**config.mk**
```make
export PLATFORM = sky130hd
export DESIGN_NAME = csr_irq_file
export DESIGN_NICKNAME = d
export VERILOG_FILES = /design/src/rtl/csr_pkg.sv /design/src/rtl/csr_counter64.sv /design/src/rtl/csr_irq_file.sv
export SDC_FILE = /design/constraint.sdc
export NUM_CORES = 1
export LEC_CHECK = 0
export BUFFER_PORTS_ARGS = -buffer_cell sky130_fd_sc_hd__buf_2
export CORE_MARGIN = 2
export CORE_UTILIZATION = 45
export CTS_CLUSTER_DIAMETER = 40
export DETAILED_ROUTE_END_ITERATION = 7
export GPL_TIMING_DRIVEN = 0
export PLACE_DENSITY = 0.62
export RECOVER_POWER = 100
export SYNTH_ARGS = -nofsm -noshare
export SYNTH_HDL_FRONTEND = slang
export SYNTH_SLANG_ARGS = --single-unit
```
**constraint.sdc**
```tcl
create_clock -name clk_i -period 6.3 [get_ports clk_i]
set_input_delay 0.945 -clock clk_i [delete_from_list [all_inputs] [get_ports clk_i]]
set_output_delay 0.945 -clock clk_i [all_outputs]
set_load 0.03 [all_outputs]
```
**src/rtl/csr_pkg.sv**
```systemverilog
// csr_pkg
//   Shared definitions for the machine-mode CSR file: CSR addresses, the
//   CSR operation encoding, mstatus bit positions, the first external
//   interrupt bit position, and the read-modify-write helper.
package csr_pkg;

  localparam logic [11:0] CSR_MSTATUS   = 12'h300;
  localparam logic [11:0] CSR_MIE       = 12'h304;
  localparam logic [11:0] CSR_MTVEC     = 12'h305;
  localparam logic [11:0] CSR_MSCRATCH  = 12'h340;
  localparam logic [11:0] CSR_MEPC      = 12'h341;
  localparam logic [11:0] CSR_MCAUSE    = 12'h342;
  localparam logic [11:0] CSR_MIP       = 12'h344;
  localparam logic [11:0] CSR_MCYCLE    = 12'hB00;
  localparam logic [11:0] CSR_MINSTRET  = 12'hB02;
  localparam logic [11:0] CSR_MCYCLEH   = 12'hB80;
  localparam logic [11:0] CSR_MINSTRETH = 12'hB82;

  typedef enum logic [1:0] {
    CSR_OP_NONE = 2'd0,
    CSR_OP_RW   = 2'd1,
    CSR_OP_RS   = 2'd2,
    CSR_OP_RC   = 2'd3
  } csr_op_e;

  localparam int MSTATUS_MIE_BIT  = 3;
  localparam int MSTATUS_MPIE_BIT = 7;
  localparam int IRQ_BASE         = 16;

  // CSR data is 32 bits wide in this generation of the core.
  function automatic logic [31:0] csr_wval(input csr_op_e op,
                                           input logic [31:0] old_val,
                                           input logic [31:0] wd);
    case (op)
      CSR_OP_RW: csr_wval = wd;
      CSR_OP_RS: csr_wval = old_val | wd;
      CSR_OP_RC: csr_wval = old_val & ~wd;
      default:   csr_wval = old_val;
    endcase
  endfunction

endpackage

```
**src/rtl/csr_counter64.sv**
```systemverilog
// csr_counter64
//   64-bit free-running counter with independent 32-bit half loads. A load of
//   either half suppresses the increment for that cycle; wraps to 0.
// Ports:
//   clk_i    core clock
//   rst_ni   asynchronous active-low reset
//   inc_i    count enable for this cycle
//   wr_lo_i  load bits [31:0] from wd_i
//   wr_hi_i  load bits [63:32] from wd_i
//   wd_i     load data
//   cnt_o    current count
module csr_counter64 (
  input  logic        clk_i,
  input  logic        rst_ni,
  input  logic        inc_i,
  input  logic        wr_lo_i,
  input  logic        wr_hi_i,
  input  logic [31:0] wd_i,
  output logic [63:0] cnt_o
);

  logic [63:0] cnt_q;

  always_ff @(posedge clk_i or negedge rst_ni) begin
    if (!rst_ni) begin
      cnt_q <= '0;
    end else if (wr_lo_i || wr_hi_i) begin
      if (wr_lo_i) cnt_q[31:0]  <= wd_i;
      if (wr_hi_i) cnt_q[63:32] <= wd_i;
    end else if (inc_i) begin
      cnt_q <= cnt_q + 64'd1;
    end
  end

  assign cnt_o = cnt_q;

endmodule

```
**src/rtl/csr_irq_file.sv**
```systemverilog
// csr_irq_file
//   Machine-mode CSR file with interrupt controller and 64-bit performance
//   counters. CSR reads are combinational (old value), writes are clocked.
//   Handles exception/interrupt entry and mret, and presents a prioritised
//   interrupt request together with its trap target PC.
// Ports:
//   clk_i, rst_ni              clock, asynchronous active-low reset
//   csr_req_i, op_i, addr_i,   CSR instruction: valid, operation, address,
//   wd_i                       write operand
//   rd_o, illegal_o            read data, unmapped-address flag
//   trap_i, mcause_i, pc_i     exception entry, its cause, faulting PC
//   mret_i                     mret retiring
//   irq_i, irq_ack_i           interrupt lines, core takes the interrupt
//   instret_i                  instruction retired
//   irq_req_o, trap_pc_o       interrupt request, trap entry target
//   mepc_o                     mret target
module csr_irq_file
  import csr_pkg::*;
#(
  parameter int          XLEN      = 32,
  parameter int          IRQ_NUM   = 16,
  parameter logic [31:0] MTVEC_RST = 32'h0
) (
  input  logic               clk_i,
  input  logic               rst_ni,
  input  logic               csr_req_i,
  input  logic [1:0]         op_i,
  input  logic [11:0]        addr_i,
  input  logic [XLEN-1:0]    wd_i,
  output logic [XLEN-1:0]    rd_o,
  output logic               illegal_o,
  input  logic               trap_i,
  input  logic [XLEN-1:0]    mcause_i,
  input  logic [XLEN-1:0]    pc_i,
  input  logic               mret_i,
  input  logic [IRQ_NUM-1:0] irq_i,
  input  logic               irq_ack_i,
  input  logic               instret_i,
  output logic               irq_req_o,
  output logic [XLEN-1:0]    trap_pc_o,
  output logic [XLEN-1:0]    mepc_o
);

  logic               mst_mie_q;
  logic               mst_mpie_q;
  logic [XLEN-1:0]    mie_q;
  logic [XLEN-1:0]    mtvec_q;
  logic [XLEN-1:0]    mscratch_q;
  logic [XLEN-1:0]    mepc_q;
  logic [XLEN-1:0]    mcause_q;
  logic [IRQ_NUM-1:0] irq_q;
  logic [63:0]        mcycle;
  logic [63:0]        minstret;

  logic [XLEN-1:0]    mstatus_val;
  logic [XLEN-1:0]    mip_val;
  logic [XLEN-1:0]    rdata;
  logic               addr_mapped;
  csr_op_e            op;
  logic               csr_we;
  logic [XLEN-1:0]    wval;

  logic [IRQ_NUM-1:0] irq_pend;
  logic [4:0]         irq_sel;
  logic [XLEN-1:0]    irq_code;
  logic [XLEN-1:0]    irq_cause;
  logic               irq_take;
  logic               trap_entry;
  logic [XLEN-1:0]    tvec_base;

  always_comb begin
    mstatus_val = '0;
    mstatus_val[MSTATUS_MIE_BIT]  = mst_mie_q;
    mstatus_val[MSTATUS_MPIE_BIT] = mst_mpie_q;
  end

  assign mip_val = XLEN'(irq_q) << IRQ_BASE;

  always_comb begin
    rdata       = '0;
    addr_mapped = 1'b1;
    case (addr_i)
      CSR_MSTATUS:   rdata = mstatus_val;
      CSR_MIE:       rdata = mie_q;
      CSR_MTVEC:     rdata = mtvec_q;
      CSR_MSCRATCH:  rdata = mscratch_q;
      CSR_MEPC:      rdata = mepc_q;
      CSR_MCAUSE:    rdata = mcause_q;
      CSR_MIP:       rdata = mip_val;
      CSR_MCYCLE:    rdata = mcycle[31:0];
      CSR_MCYCLEH:   rdata = mcycle[63:32];
      CSR_MINSTRET:  rdata = minstret[31:0];
      CSR_MINSTRETH: rdata = minstret[63:32];
      default:       addr_mapped = 1'b0;
    endcase
  end

  assign rd_o      = rdata;
  assign illegal_o = csr_req_i & ~addr_mapped;

  assign op     = csr_op_e'(op_i);
  assign csr_we = csr_req_i & addr_mapped & (op != CSR_OP_NONE);
  assign wval   = csr_wval(op, rdata, wd_i);

  // Lowest-numbered pending-and-enabled line wins.
  assign irq_pend = irq_q & mie_q[IRQ_BASE +: IRQ_NUM];

  always_comb begin
    irq_sel = '0;
    for (int i = IRQ_NUM - 1; i >= 0; i--) begin
      if (irq_pend[i]) irq_sel = 5'(i);
    end
  end

  assign irq_code  = XLEN'(IRQ_BASE) + XLEN'(irq_sel);
  assign irq_cause = {1'b1, irq_code[XLEN-2:0]};
  assign irq_req_o = mst_mie_q & (|irq_pend);
  assign irq_take  = irq_ack_i & irq_req_o;
  assign trap_entry = trap_i | irq_take;

  // A synchronous exception outranks a pending interrupt, so it always
  // goes to the base address even in vectored mode.
  assign tvec_base = {mtvec_q[XLEN-1:2], 2'b00};
  assign trap_pc_o = (mtvec_q[1:0] == 2'b01 && irq_req_o && !trap_i)
                   ? tvec_base + (irq_code << 2)
                   : tvec_base;

  assign mepc_o = mepc_q;

  always_ff @(posedge clk_i or negedge rst_ni) begin
    if (!rst_ni) begin
      mst_mie_q  <= 1'b0;
      mst_mpie_q <= 1'b0;
      mie_q      <= '0;
      mtvec_q    <= XLEN'(MTVEC_RST);
      mscratch_q <= '0;
      mepc_q     <= '0;
      mcause_q   <= '0;
      irq_q      <= '0;
    end else begin
      irq_q <= irq_i;

      // These registers are not touched by trap/mret, so their CSR writes
      // always land.
      if (csr_we && addr_i == CSR_MIE)      mie_q      <= wval;
      if (csr_we && addr_i == CSR_MTVEC)    mtvec_q    <= wval;
      if (csr_we && addr_i == CSR_MSCRATCH) mscratch_q <= wval;

      if (trap_entry) begin
        mepc_q     <= {pc_i[XLEN-1:2], 2'b00};
        mcause_q   <= trap_i ? mcause_i : irq_cause;
        mst_mpie_q <= mst_mie_q;
        mst_mie_q  <= 1'b0;
      end else if (mret_i) begin
        mst_mie_q  <= mst_mpie_q;
        mst_mpie_q <= 1'b1;
      end else begin
        if (csr_we && addr_i == CSR_MSTATUS) begin
          mst_mie_q  <= wval[MSTATUS_MIE_BIT];
          mst_mpie_q <= wval[MSTATUS_MPIE_BIT];
        end
        if (csr_we && addr_i == CSR_MEPC)   mepc_q   <= {wval[XLEN-1:2], 2'b00};
        if (csr_we && addr_i == CSR_MCAUSE) mcause_q <= wval;
      end
    end
  end

  csr_counter64 u_mcycle (
    .clk_i   (clk_i),
    .rst_ni  (rst_ni),
    .inc_i   (1'b1),
    .wr_lo_i (csr_we && addr_i == CSR_MCYCLE),
    .wr_hi_i (csr_we && addr_i == CSR_MCYCLEH),
    .wd_i    (wval),
    .cnt_o   (mcycle)
  );

  csr_counter64 u_minstret (
    .clk_i   (clk_i),
    .rst_ni  (rst_ni),
    .inc_i   (instret_i),
    .wr_lo_i (csr_we && addr_i == CSR_MINSTRET),
    .wr_hi_i (csr_we && addr_i == CSR_MINSTRETH),
    .wd_i    (wval),
    .cnt_o   (minstret)
  );

endmodule

```
---- Word level (Yosys, flattened, before mapping) ----
Cells that the tools add are included.
Widths: inputs -> output; s select.
storage, ports and cells
  register bits ........................... 306
  bits in latches ......................... 0
  memory bits (writable) .................. 0
  memory bits (read-only) ................. 0
  input port bits ......................... 133
  logic and storage cells ................. 113
  memories ................................ 0
cells by class
  add/subtract/negate cells ............... 4
  $mul .................................... 0
  divide/modulo/power cells ............... 0
  $lt $le $gt $ge ......................... 0
  equal/unequal tests ..................... 20
  shifts and indexed selects .............. 0
  mux-type cells .......................... 40
  bitwise operators ....................... 11
  reductions and logical operators ........ 26
operators by type and width
  cell                   count
  $mux 32                12
  $pmux 32 s11           1
  $mux 64                3
  $add 64x1->64 const B  2
  $pmux 32 s3            1
  $eq 12x10->1 const B   7
  $mux 5                 15
  $eq 12x12->1 const B   4
  $add 32x8->32          1
  $and 32x32->32         1
  $not 32->32            1
  $or 32x32->32          1
  $and 16x16->16         1
  $reduce_or 16->1       1
  $logic_and 1x1->1      12
  $reduce_or 11->1       1
  $ne 2x1->1 const B     5
  $reduce_and 2->1       4
  $reduce_bool 2->1      4
  $mux 1                 7
  $add 5x5->6 const A    1
  $and 1x1->1            5
  $eq 2x1->1 const B     2
  $eq 2x2->1 const B     2
  6 further kinds        7

---- Longest topological paths before layout ----
  word-level depth ........................ 20
  mapped depth ............................ 14
  gate-level depth less buffers ........... 14

---- Modules after synthesis ----
From an unflattened synthesis, not the netlist that was laid out.
second synthesis, totals
  cells, all modules ...................... 2489
  area, all modules ....................... 20618.5 µm²
modules (own cells, without submodules)
  module         times used  cells an instance  area each (µm²)
  csr_irq_file   1           1429               12110.4
  csr_counter64  2           530                4254.1

---- Worst setup path before layout ----
OpenSTA, ideal clock, no wires.
  path kind ............................... register to output
  from .................................... register mie_q[28]
  to ...................................... output port trap_pc_o[22]
  arrival time ............................ 3281 ps
  slack ................................... 2074 ps
  cell stages (with the launch flop) ...... 13
  buffers on the path ..................... 0
  cells stage by stage .................... dfrtp_1 a22oi_1 a21oi_1 o21ai_0 nand2_1 a21boi_0 fa_1 a21oi_1 nor2b_1 nor3_1 nor4_1 nand4_1 xnor2_1
on the way
  word-level cells in the longest chain between the ends .. 17
  elaborated cells on any way between the ends .. 21
  those cells by class .................... add/sub: 2; mux: 14; bitwise: 2; reduce/logical: 3
RTL lines
  what                    RTL line             source
  from (decl)             csr_irq_file.sv:46   logic [XLEN-1:0] mie_q;
  from (signal assigned)  csr_irq_file.sv:145  if (csr_we && addr_i == CSR_MIE) mie_q <= wval;
  $and 16x16->16 (*)      csr_irq_file.sv:106  assign irq_pend = irq_q & mie_q[IRQ_BASE +: IRQ_NUM];
  $mux 5 (13 in series)   csr_irq_file.sv:111  if (irq_pend[i]) irq_sel = 5'(i);
  $add 5x5->6             csr_irq_file.sv:115  assign irq_code = XLEN'(IRQ_BASE) + XLEN'(irq_sel);
  $add 32x8->32           csr_irq_file.sv:125  ? tvec_base + (irq_code << 2)
  $mux 32 (*)             csr_irq_file.sv:125
  to (decl)               csr_irq_file.sv:40   output logic [XLEN-1:0] trap_pc_o,
Mark *: on every way between the ends. The rest lies on a longest branch, timed or not.

---- Worst setup path after layout ----
  from .................................... input port addr_i[0]
  to ...................................... register mie_q[15]
on the way
  word-level cells in the longest chain between the ends .. 6
  elaborated cells on any way between the ends .. 20
  those cells by class .................... eq/ne: 11; mux: 3; bitwise: 4; reduce/logical: 2
RTL lines
  what                                        RTL line                                 source
  from (decl)                                 csr_irq_file.sv:28                       input logic [11:0] addr_i,
  $eq 12x10->1, or another cell as far along  csr_irq_file.sv:82, csr_irq_file.sv:145
  $reduce_or 11->1 (no source line)           --
  $mux 1                                      csr_irq_file.sv:82                       case (addr_i)
  $and 1x1->1 (2 in series)                   csr_irq_file.sv:102                      assign csr_we = csr_req_i & addr_mapped & (op != CSR_OP_NONE);
  $logic_and 1x1->1                           csr_irq_file.sv:145
Several ways; a longest one is shown, not always the timed one.
A chain may end at the register's enable or synchronous reset.

==> impl_metrics.json <==
{
  "report.final.slew_viol_count": 180,
  "yosysWarnings": 0,
  "crit_fanout": 10,
  "grt_pass1_wl_mm": 160,
  "met1_usage_pct": 66.7,
  "place_hpwl_mm": 85.5,
  "wl_per_cell_um": 35.9,
  "core_area_sq_um": 43000,
  "clk_root_buffer_cell": "clkbuf_16",
  "avgSynthCellArea_sq_um": 8.58,
  "tightest_slew_ps": 4920,
  "maxCapViolCount": 13,
  "synth_seq_cells": 304,
  "startpoint": "addr_i[0]",
  "clk_latency_ps": 630,
  "drt_wl_total_mm": 116,
  "failed_checks": "capacitance limit, slew limit, setup timing",
  "fp.dieW_um": 213,
  "cp_num_cells": 11,
  "synth_async_sr_flop_share_pct": 100,
  "r2r-start": "u_mcycle.cnt_o[48]$_DFFE_PN0P_",
  "cts.path.max_buffers": 3,
  "clkSlewWorstSetupHoldPaths_ps": 60,
  "r2r_slack_ps": 1170,
  "worst_slack_ps": -200,
  "synth_ff_type": "dfrtp_1",
  "endpoint_kind": "register",
  "die_h_um": 213,
  "finClkSkew_ps": 19.9,
  "synth_edf_count": 0,
  "grt.busiest_layer": "met2",
  "timing.hold.ws_ps": 425,
  "setup_viol": 13,
  "area_delta_synth_final_pct": 20.0,
  "crit_buf_inv": 4,
  "numPortBuffers": 219,
  "grt_max_degree": 115,
  "critPathTopFamily": "compound AO/OA/AOI/OAI gates",
  "htreeDepth": 2,
  "status": "complete, but fails checks",
  "netlist_instances": 2283,
  "hold_viol": 0,
  "start_util_pct": 45.6,
  "io_pins": 231,
  "fin_crit_sh_pct": 103,
  "use_met3_pct": 22.1,
  "cpMostUsedCell": "clkbuf_1",
  "slew_headroom_pct": -228,
  "num-nets-final": 2720,
  "p_leak_uw": 0.00947,
  "p_per_area_nw_per_um2": 270,
  "antenna_found_initial": 11,
  "use_met2_pct": 68.1,
  "required_ps": 6760,
  "yosysSeqAreaShare_pct": 38.8,
  "startpoint_type": "primary input",
  "rr_worst_depth": 8,
  "path_class": "primary input to register",
  "drcViolationCount": 0,
  "grt-ovfl-total": 0,
  "die-area_sq_um": 45200,
  "cts_tree": "yes",
  "crit_chain": "clkbuf_1 > clkbuf_1 > nor4b_2 > clkbuf_1 > nand2_1 > o22ai_1 > nor3_1 > a21oi_1 > a211oi_1 > clkbuf_1 > o21ai_0",
  "cts_sinks": 304,
  "crit_arrival_ps": 6960,
  "reg2reg_to": "u_mcycle.cnt_o[48]$_DFFE_PN0P_",
  "cts_buffers": 58,
  "syn_area_sq_um": 19600,
  "vias_per_cell": 7.28,
  "critPathMaxStageDelay_ps": 1660,
  "grt_pass1_vias": 21300,
  "rsz0062_at_grt": "false",
  "ir_drop_uv": 218,
  "fmax_mhz": 154,
  "grt_usage_pct": 50.7,
  "drt_iter0_drc": 4332,
  "rows": 76,
  "drtAntennaViolNets": 0,
  "cts_hold_buf": 0,
  "synth_cell_types": 100,
  "critical_path.endpoint": "mie_q[15]$_DFFE_PN0P_",
  "drtPass1Iterations": 7,
  "gp_routability_congestion": 1.10,
  "hp-start": "irq_i[1]",
  "post-route-min-period_ps": 6500,
  "power.total_uw": 6350,
  "hold_path.class": "primary input to register",
  "drive_above_1_share_pct": 13.0,
  "crit_slowest_cell": "a211oi_1",
  "vias": 23500
}
registers in the layout, indices dropped and copies added (netlist names), 16 cells and up:
name / flops
irq_q: 16
mcause_q: 32
mepc_o: 30
mie_q: 32
mscratch_q: 32
mtvec_q: 32
u_mcycle.cnt_o: 64
u_minstret.cnt_o: 64
repair_timing:
item	in CTS	in global routing
resized for setup	0	1
endpoints found under the hold margin	0	0
setup endpoints to repair	0	7
setup buffers	0	0
cell usage in the layout (no fill, tap or decap), drive strengths merged, types with 40 or more instances in the layout:
cell type / netlist / routed
a21oi: 159 / 159
a22oi: 101 / 101
and3: 43 / 43
buf: 75 / 182
clkbuf: 107 / 309
dfrtp: 304 / 304
mux2i: 40 / 40
nand2: 289 / 289
nand3: 99 / 99
nand4: 76 / 76
nor2: 126 / 126
nor3: 60 / 60
o21ai: 205 / 205
xnor2: 45 / 45
where the power goes:
group / internal, uW / switching (uW)
sequential: 2050 / 173
clock: 2230 / 1180
combinational: 192 / 522
Yosys cell counts (9+ instances only):
cell       count  area (sq um)
dfrtp_1      304          7610
nand2_1      288          1080
o21ai_0      159           796
a21oi_1      152           761
nor2_1       125           469
clkbuf_1     107           402
a22oi_1      101           758
nand3_1       99           495
nand4_1       76           475
nor3_1        54           270
buf_2         51           255
xnor2_1       45           394
and3_1        43           269
mux2i_1       40           400
o21ai_1       38           190
a221oi_1      30           263
o22ai_1       30           188
inv_1         29           109
a211oi_1      28           210
nor4_1        22           138
and2_1        21           131
and4_1        21           184
a22o_1        19           166
o221ai_1      19           166
mux2_2        18           203
o211ai_1      18           135
a21o_1        17           128
a31oi_1       17           106
o2bb2ai_1     17           149
xor2_1        16           140
or3_1         15          93.8
buf_1         13          48.8
or4_1         13          97.6
a2bb2oi_1     10          87.6
mux2_1        10           113
a32oi_1        9          78.8
worst min-delay path by stage:
stage | endpoint | slack [ps] | cells after the start
3_5_place_dp | mie_q[5]$_DFFE_PN0P_ | 470 | 2
3_3_place_gp | mie_q[11]$_DFFE_PN0P_ | 460 | 2
6_report | irq_q[1]$_DFF_PN0_ | 430 | 1
5_1_grt | irq_q[1]$_DFF_PN0_ | 430 | 1
2_1_floorplan | mie_q[5]$_DFFE_PN0P_ | 440 | 2
4_1_cts | mie_q[25]$_DFFE_PN0P_ | 350 | 1
per-stage QoR:
| stage | TNS (ps) | instances | cell area, sq um | worst slack (ps) | util [%] |
|---|---|---|---|---|---|
| after CTS | 0 | 3212 | 23900 | 329 | 55.5 |
| after detailed placement | 0 | 3102 | 21700 | 841 | 50.5 |
| after floorplan | 0 | 2286 | 19600 | 2070 | - |
| final | -1230 | 3229 | 23500 | -200 | 54.7 |
| after global routing | 0 | 3218 | 23500 | 189 | 54.6 |
| after global placement | -495950 | 3090 | 21400 | -1680 | 49.9 |
metal layers:
metal / vias up / wire length [um] / share of wire, %
met5: - / 32 / 0.028
met4: 4 / 8630 / 7.4
met3: 521 / 19500 / 17
met2: 2302 / 44700 / 39
met1: 11300 / 43000 / 37
li1: 9332 / - / -
cell families (layout without fill, tap and decap cells):
kind of cell	count (synthesis)	in the layout	share of synthesized area, %
compound gates	780	780	27.0
xor+xnor	61	61	2.73
fa+ha+maj	7	7	0.485
buf+inv	212	556	4.71
flops	304	304	38.8
mux	72	72	3.96
other cells	1	18	0.0191
simple gates	846	846	22.2
layout make-up:
cell class / instances / area [sq um]
inverter: 30 / 113
antenna: 14 / 35.0
multi-input combinational: 1770 / 11000
clock inverter: 35 / 492
buffer: 182 / 766
fill: 4032 / 19500
timing repair buffer: 234 / 1100
tap: 585 / 732
clock buffer: 75 / 1650
sequential: 304 / 7610
Power figures use the tool's default switching activity.
